--- config.mk ---
export PLATFORM = sky130hd
export DESIGN_NAME = board_eval
export DESIGN_NICKNAME = d
export VERILOG_FILES = /design/src/rtl/board_eval.sv
export SDC_FILE = /design/constraint.sdc
export NUM_CORES = 1
export LEC_CHECK = 0
export ABC_CLOCK_PERIOD_IN_PS = 5600
export BUFFER_PORTS_ARGS = -buffer_cell sky130_fd_sc_hd__buf_2
export CAP_MARGIN = 20
export CORE_UTILIZATION = 45
export DETAILED_ROUTE_END_ITERATION = 16
export PLACE_DENSITY = 0.69
export SLEW_MARGIN = 20
export SYNTH_ARGS = -nofsm -noshare
export SYNTH_HDL_FRONTEND = slang
export SYNTH_SLANG_ARGS = --single-unit
--- constraint.sdc ---
create_clock -name clk -period 5.6 [get_ports clk]
set_clock_uncertainty 0.2 [all_clocks]
set_input_delay 1.12 -clock clk [delete_from_list [all_inputs] [get_ports clk]]
set_output_delay 1.12 -clock clk [all_outputs]
set_load 0.005 [all_outputs]
--- src/rtl/board_eval.sv ---
// rtl/board_eval.sv - Chess board material evaluator with register and SDRAM ports
// Purpose: fetches n candidate boards (64 words each) from SDRAM one word at a
//          time, scores each board by material and keeps the best board index
//          and score. Best means highest score when side = 0, lowest when side = 1.
// Ports:
//    clk, rst_n       rising-edge clock, synchronous active-low reset
//    slave_*          CPU register port
//                     writes: 0 start, 1 src, 2 n[7:0], 3 side[0]
//                     reads:  0 best_idx, 1 best_score, others 0
//    master_*         SDRAM port, read-only, at most one read outstanding
module board_eval (
   input  logic        clk,
   input  logic        rst_n,
   output logic        slave_waitrequest,
   input  logic [3:0]  slave_address,
   input  logic        slave_read,
   output logic [31:0] slave_readdata,
   input  logic        slave_write,
   input  logic [31:0] slave_writedata,
   input  logic        master_waitrequest,
   output logic [31:0] master_address,
   output logic        master_read,
   input  logic [31:0] master_readdata,
   input  logic        master_readdatavalid,
   output logic        master_write,
   output logic [31:0] master_writedata
);

   localparam logic [2:0] IDLE       = 3'd0;
   localparam logic [2:0] ISSUE      = 3'd1;
   localparam logic [2:0] WAIT_DATA  = 3'd2;
   localparam logic [2:0] NEXT_BOARD = 3'd3;
   localparam logic [2:0] DONE       = 3'd4;

   logic [2:0]         state_q, state_d;
   logic [31:0]        src_q, src_d;
   logic [7:0]         n_q, n_d;
   logic               side_q, side_d;
   logic [7:0]         b_q, b_d;
   logic [5:0]         s_q, s_d;
   logic signed [31:0] acc_q, acc_d;
   logic [31:0]        best_idx_q, best_idx_d;
   logic signed [31:0] best_score_q, best_score_d;

   logic               better;
   logic               unused_rdata;

   // Only the low byte of each square word carries the piece.
   assign unused_rdata = ^master_readdata[31:8];

   // Signed material value of one square; unknown magnitudes count as empty.
   function automatic logic signed [31:0] piece_value(input logic [7:0] p);
      logic [7:0]         mag;
      logic signed [31:0] v;
      mag = p[7] ? (~p + 8'd1) : p;
      case (mag)
         8'd1:    v = 32'sd100;
         8'd2:    v = 32'sd320;
         8'd3:    v = 32'sd330;
         8'd4:    v = 32'sd500;
         8'd5:    v = 32'sd900;
         8'd6:    v = 32'sd20000;
         default: v = 32'sd0;
      endcase
      return p[7] ? -v : v;
   endfunction

   // Square address src + 64*b + s: b and s concatenate into the word offset.
   assign master_address   = src_q + {18'd0, b_q, s_q};
   assign master_read      = (state_q == ISSUE);
   assign master_write     = 1'b0;
   assign master_writedata = 32'd0;

   // Busy during the run; also held high while reset is applied.
   assign slave_waitrequest = ~rst_n | (state_q == ISSUE) |
                              (state_q == WAIT_DATA) | (state_q == NEXT_BOARD);

   always_comb begin
      case (slave_address)
         4'd0:    slave_readdata = best_idx_q;
         4'd1:    slave_readdata = best_score_q;
         default: slave_readdata = 32'd0;
      endcase
   end

   // Strict comparison keeps the lower index on ties.
   assign better = side_q ? (acc_q < best_score_q) : (acc_q > best_score_q);

   always_comb begin
      state_d      = state_q;
      src_d        = src_q;
      n_d          = n_q;
      side_d       = side_q;
      b_d          = b_q;
      s_d          = s_q;
      acc_d        = acc_q;
      best_idx_d   = best_idx_q;
      best_score_d = best_score_q;
      case (state_q)
         IDLE: begin
            if (slave_write) begin
               case (slave_address)
                  4'd0: begin
                     b_d          = 8'd0;
                     s_d          = 6'd0;
                     acc_d        = 32'sd0;
                     best_idx_d   = 32'hFFFF_FFFF;
                     best_score_d = 32'sd0;
                     state_d      = (n_q == 8'd0) ? DONE : ISSUE;
                  end
                  4'd1:    src_d  = slave_writedata;
                  4'd2:    n_d    = slave_writedata[7:0];
                  4'd3:    side_d = slave_writedata[0];
                  default: ;
               endcase
            end
         end
         ISSUE: begin
            if (!master_waitrequest) state_d = WAIT_DATA;
         end
         WAIT_DATA: begin
            if (master_readdatavalid) begin
               acc_d = acc_q + piece_value(master_readdata[7:0]);
               if (s_q == 6'd63) begin
                  state_d = NEXT_BOARD;
               end else begin
                  s_d     = s_q + 6'd1;
                  state_d = ISSUE;
               end
            end
         end
         NEXT_BOARD: begin
            if (b_q == 8'd0 || better) begin
               best_idx_d   = {24'd0, b_q};
               best_score_d = acc_q;
            end
            b_d = b_q + 8'd1;
            if ((b_q + 8'd1) == n_q) begin
               state_d = DONE;
            end else begin
               s_d     = 6'd0;
               acc_d   = 32'sd0;
               state_d = ISSUE;
            end
         end
         DONE: begin
            if (slave_read && slave_address == 4'd0) state_d = IDLE;
         end
         default: state_d = IDLE;
      endcase
   end

   always_ff @(posedge clk) begin
      if (!rst_n) begin
         state_q      <= IDLE;
         src_q        <= 32'd0;
         n_q          <= 8'd0;
         side_q       <= 1'b0;
         b_q          <= 8'd0;
         s_q          <= 6'd0;
         acc_q        <= 32'sd0;
         best_idx_q   <= 32'hFFFF_FFFF;
         best_score_q <= 32'sd0;
      end else begin
         state_q      <= state_d;
         src_q        <= src_d;
         n_q          <= n_d;
         side_q       <= side_d;
         b_q          <= b_d;
         s_q          <= s_d;
         acc_q        <= acc_d;
         best_idx_q   <= best_idx_d;
         best_score_q <= best_score_d;
      end
   end

endmodule
==> out/qor.yml <==
setup_path:
  worstSetupPathType: "input port to register"
  slowest_stage: "or4_4"
  end_kind: "register"
  worstPathCellList: "buf_2 -> inv_2 -> ha_4 -> nand2b_4 -> or4_4 -> a21oi_4 -> or2_1 -> and2_4 -> o21ai_2 -> ha_2 -> nand2_4 -> nand2_1 -> xnor2_2 -> ha_1 -> a2111oi_2 -> o21ai_1 -> a41o_1 -> a41o_1 -> a221o_1 -> nand3_1 -> a21oi_2 -> a31oi_2 -> mux2i_1 -> o21ai_1"
  r2r_start: "b_q[0]"
  ff2ff_setup_slack_ns: 1.81
  required_ns: 5.70
  arrival_ns: 5.47
  startpoint_type: "input port"
  worstReg2RegEnd: "acc_q[1]"
  cp_max_fo: 7
  max_stage_delay_ns: 0.52
  r2r_cells: 12
detailed_routing:
  viasPerCell: 5.43
  met1Wirelength_um: 11500
  top_layer_used: "met4"
  wl_met2_um: 11900
  route.detailed.drc: 0
  routed_wl_um: 25100
  drt_pass1_iterations: 5
  wl_met3_um: 1180
  wl_per_cell_um: 14.7
  drt_first_iter_violations: 501
  vias: 9300
  final_antenna_net_count: 0
place:
  dpl.hpwl_um: 18800
  io_buffer_count: 115
  gp_congestion: 0.861
  place_inst: 1680
  dpl_cell_area_sq_um: 10700
die:
  die-height_um: 147
  die_w_um: 147
  ioPinCount: 173
  core-area_sq_um: 20400
  die_area_sq_um: 21700
  rows: 52
  initial_core_util_pct: 46.5
synth:
  synth-edff-count: 0
  synthArstFlopShare_pct: 0
  syn_area_sq_um: 9490
  ys_types: 69
  synthCells: 1280
  synth.most_common_cell: "nand2_1"
  synth_top_cell_by_area: "dfxtp_1"
  ys_seq_area_share_pct: 27.2
  yosysTopAreaCellShare_pct: 27.2
  ys_ff_latch: 129
  synthFlopType: "dfxtp_1"
  syn_avg_cell_area_sq_um: 7.42
  synth-warning-count: 0
  yosys-top-cells-count: "181 x nand2_1, 129 x dfxtp_1, 106 x nor2_1"
  ys_top_cells_by_area: "dfxtp_1 27%, ha_1 11%, nand2_1 7.2%"
power:
  pwr-share-comb_pct: 8.0
  sw_frac_of_total_pct: 24.8
  pwr-share-clk_pct: 52.4
  powerDensity_nw_per_um2: 204
  p_leak_nw: 5.15
  vdd_drop_max_v: 0.000190
  intPower_mw: 1.76
  p_switching_mw: 0.579
  p_seq_share_pct: 39.6
timing:
  hold_violations: 0
  tightest_slew_ns: 0.923
  finalSetupViolCount: 0
  max_freq_mhz: 186
  setup_tns_ns: 0
  fin_crit_sh_pct: 95.9
  slew_violations: 0
  slew_headroom_pct: 38.3
  fin_crit_ns: 5.37
  finalHoldWorstSlack_ns: 0.257
final_layout:
  syn2layout_area_growth_pct: 20.5
  nets: 1592
  drive_above_1_share_pct: 19.0
  final_cells: 1713
  stdcell_area_sq_um: 11400
  antennaDiodeCount: 0
worst_hold_path:
  hold_path_end: "src_q[18]"
  hold_path.class: "register to register"
  hp-start: "src_q[18]"
  hold_depth: 2
grt:
  grt_pass1_wl_um: 41600
  grt.total_usage_pct: 23.6
  grt_antenna_before_repair: 0
  grt_max_degree: 66
  grt_overflow_total: 0
  grt_pass1_vias: 8716
clock_tree:
  cts_max_level: 4
  cts-buffers-inserted: 17
  root_buffer: "clkbuf_16"
  clk_latency_ns: 0.43
  clock_path_buffers: 2
  tritoncts: "yes"
  ctsHoldBuffers: 0
  cts.sinks: 129
  clk_pin_slew_ns: 0.06
run:
  cap_viol_max_count: 0
outcome:
  status: "completed"
## layout make-up
type | instances | area [sq um]
fillers | 1928 | 8990
multi-input cells | 1015 | 6410
flip-flops and latches | 129 | 2580
repair buffers | 200 | 1210
clock buffers | 17 | 425
well taps | 270 | 338
inverters | 67 | 254
clock inverters | 15 | 220
## how the worst max path moves through the flow
stage                             from   endpoint  slack (ns)
floorplan           master_readdata[0]  acc_q[30]       -0.08
global placement    master_readdata[1]  acc_q[30]       -0.28
detailed placement  master_readdata[1]  acc_q[30]       -0.37
CTS                 master_readdata[1]  acc_q[30]        0.08
global route        master_readdata[1]  acc_q[31]       -0.02
finish              master_readdata[1]  acc_q[30]        0.23
## registers in the layout, summed over array words and instances (netlist names)
| register | count |
|---|---|
| src_q | 32 |
| acc_q | 31 |
| best_score_q | 31 |
| best_idx_q | 9 |
| b_q | 8 |
| n_q | 8 |
| s_q | 6 |
| state_q | 3 |
| side_q | 1 |
## timing repair
item	4_1_cts	5_1_grt
gates resized for setup	0	12
setup buffers	0	1
endpoints found under the setup margin	0	10
## worst max-delay path, delay by kind of cell
family                   cells  cell delay, ns
AO/OA/AOI/OAI               10            1.97
AND/OR/NAND/NOR              7            1.18
adder cells (fa/ha/maj)      3            0.66
multiplexers                 1            0.19
buffers and inverters        2            0.18
XOR/XNOR                     1            0.16
## placed cells by master (no fill, tap or decap), types with 60 or more instances in the layout
| cell | count |
|---|---|
| nand3_1 | 74 |
| buf_2 | 115 |
| nor2_1 | 103 |
| o21ai_0 | 60 |
| a21oi_1 | 89 |
| ha_1 | 81 |
| buf_4 | 85 |
| nand2_1 | 180 |
| inv_1 | 64 |
| dfxtp_1 | 129 |
## metrics by stage
step	setup slack, ns	total power [mW]	util (%)
after global routing	-0.0191	2.41	56.0
after floorplan	-0.0759	1.07	-
after CTS	0.0755	2.35	55.7
final	0.231	2.34	56.0
after detailed placement	-0.371	1.13	52.6
after global placement	-0.281	1.13	52.6
## routing by layer
layer / track usage (%) / vias to the layer above
li1: - / 4723
met1: 30.0 / 4303
met2: 39.9 / 233
met3: 3.79 / 41
met4: 8.56 / 0
met5: 0 / -
## power groups by stage
| stage | Clock (mW) | Sequential (mW) | Combinational, mW |
|---|---|---|---|
| 5_1_grt | 1.28 | 0.926 | 0.208 |
| 6_report | 1.23 | 0.925 | 0.188 |
| 4_1_cts | 1.24 | 0.925 | 0.186 |
| 3_5_place_dp | 0 | 0.946 | 0.185 |
| 2_1_floorplan | 0 | 0.944 | 0.129 |
| 3_3_place_gp | 0 | 0.946 | 0.182 |
## cell families after synthesis
family,share of synthesized area [%]
AO/OA/AOI/OAI,20.6
AND/OR/NAND/NOR,24.5
multiplexers,1.48
other,0.0395
adder cells (fa/ha/maj),11.8
XOR/XNOR,6.09
buffers and inverters,8.33
flip-flops,27.2
Power figures use the tool's default switching activity.
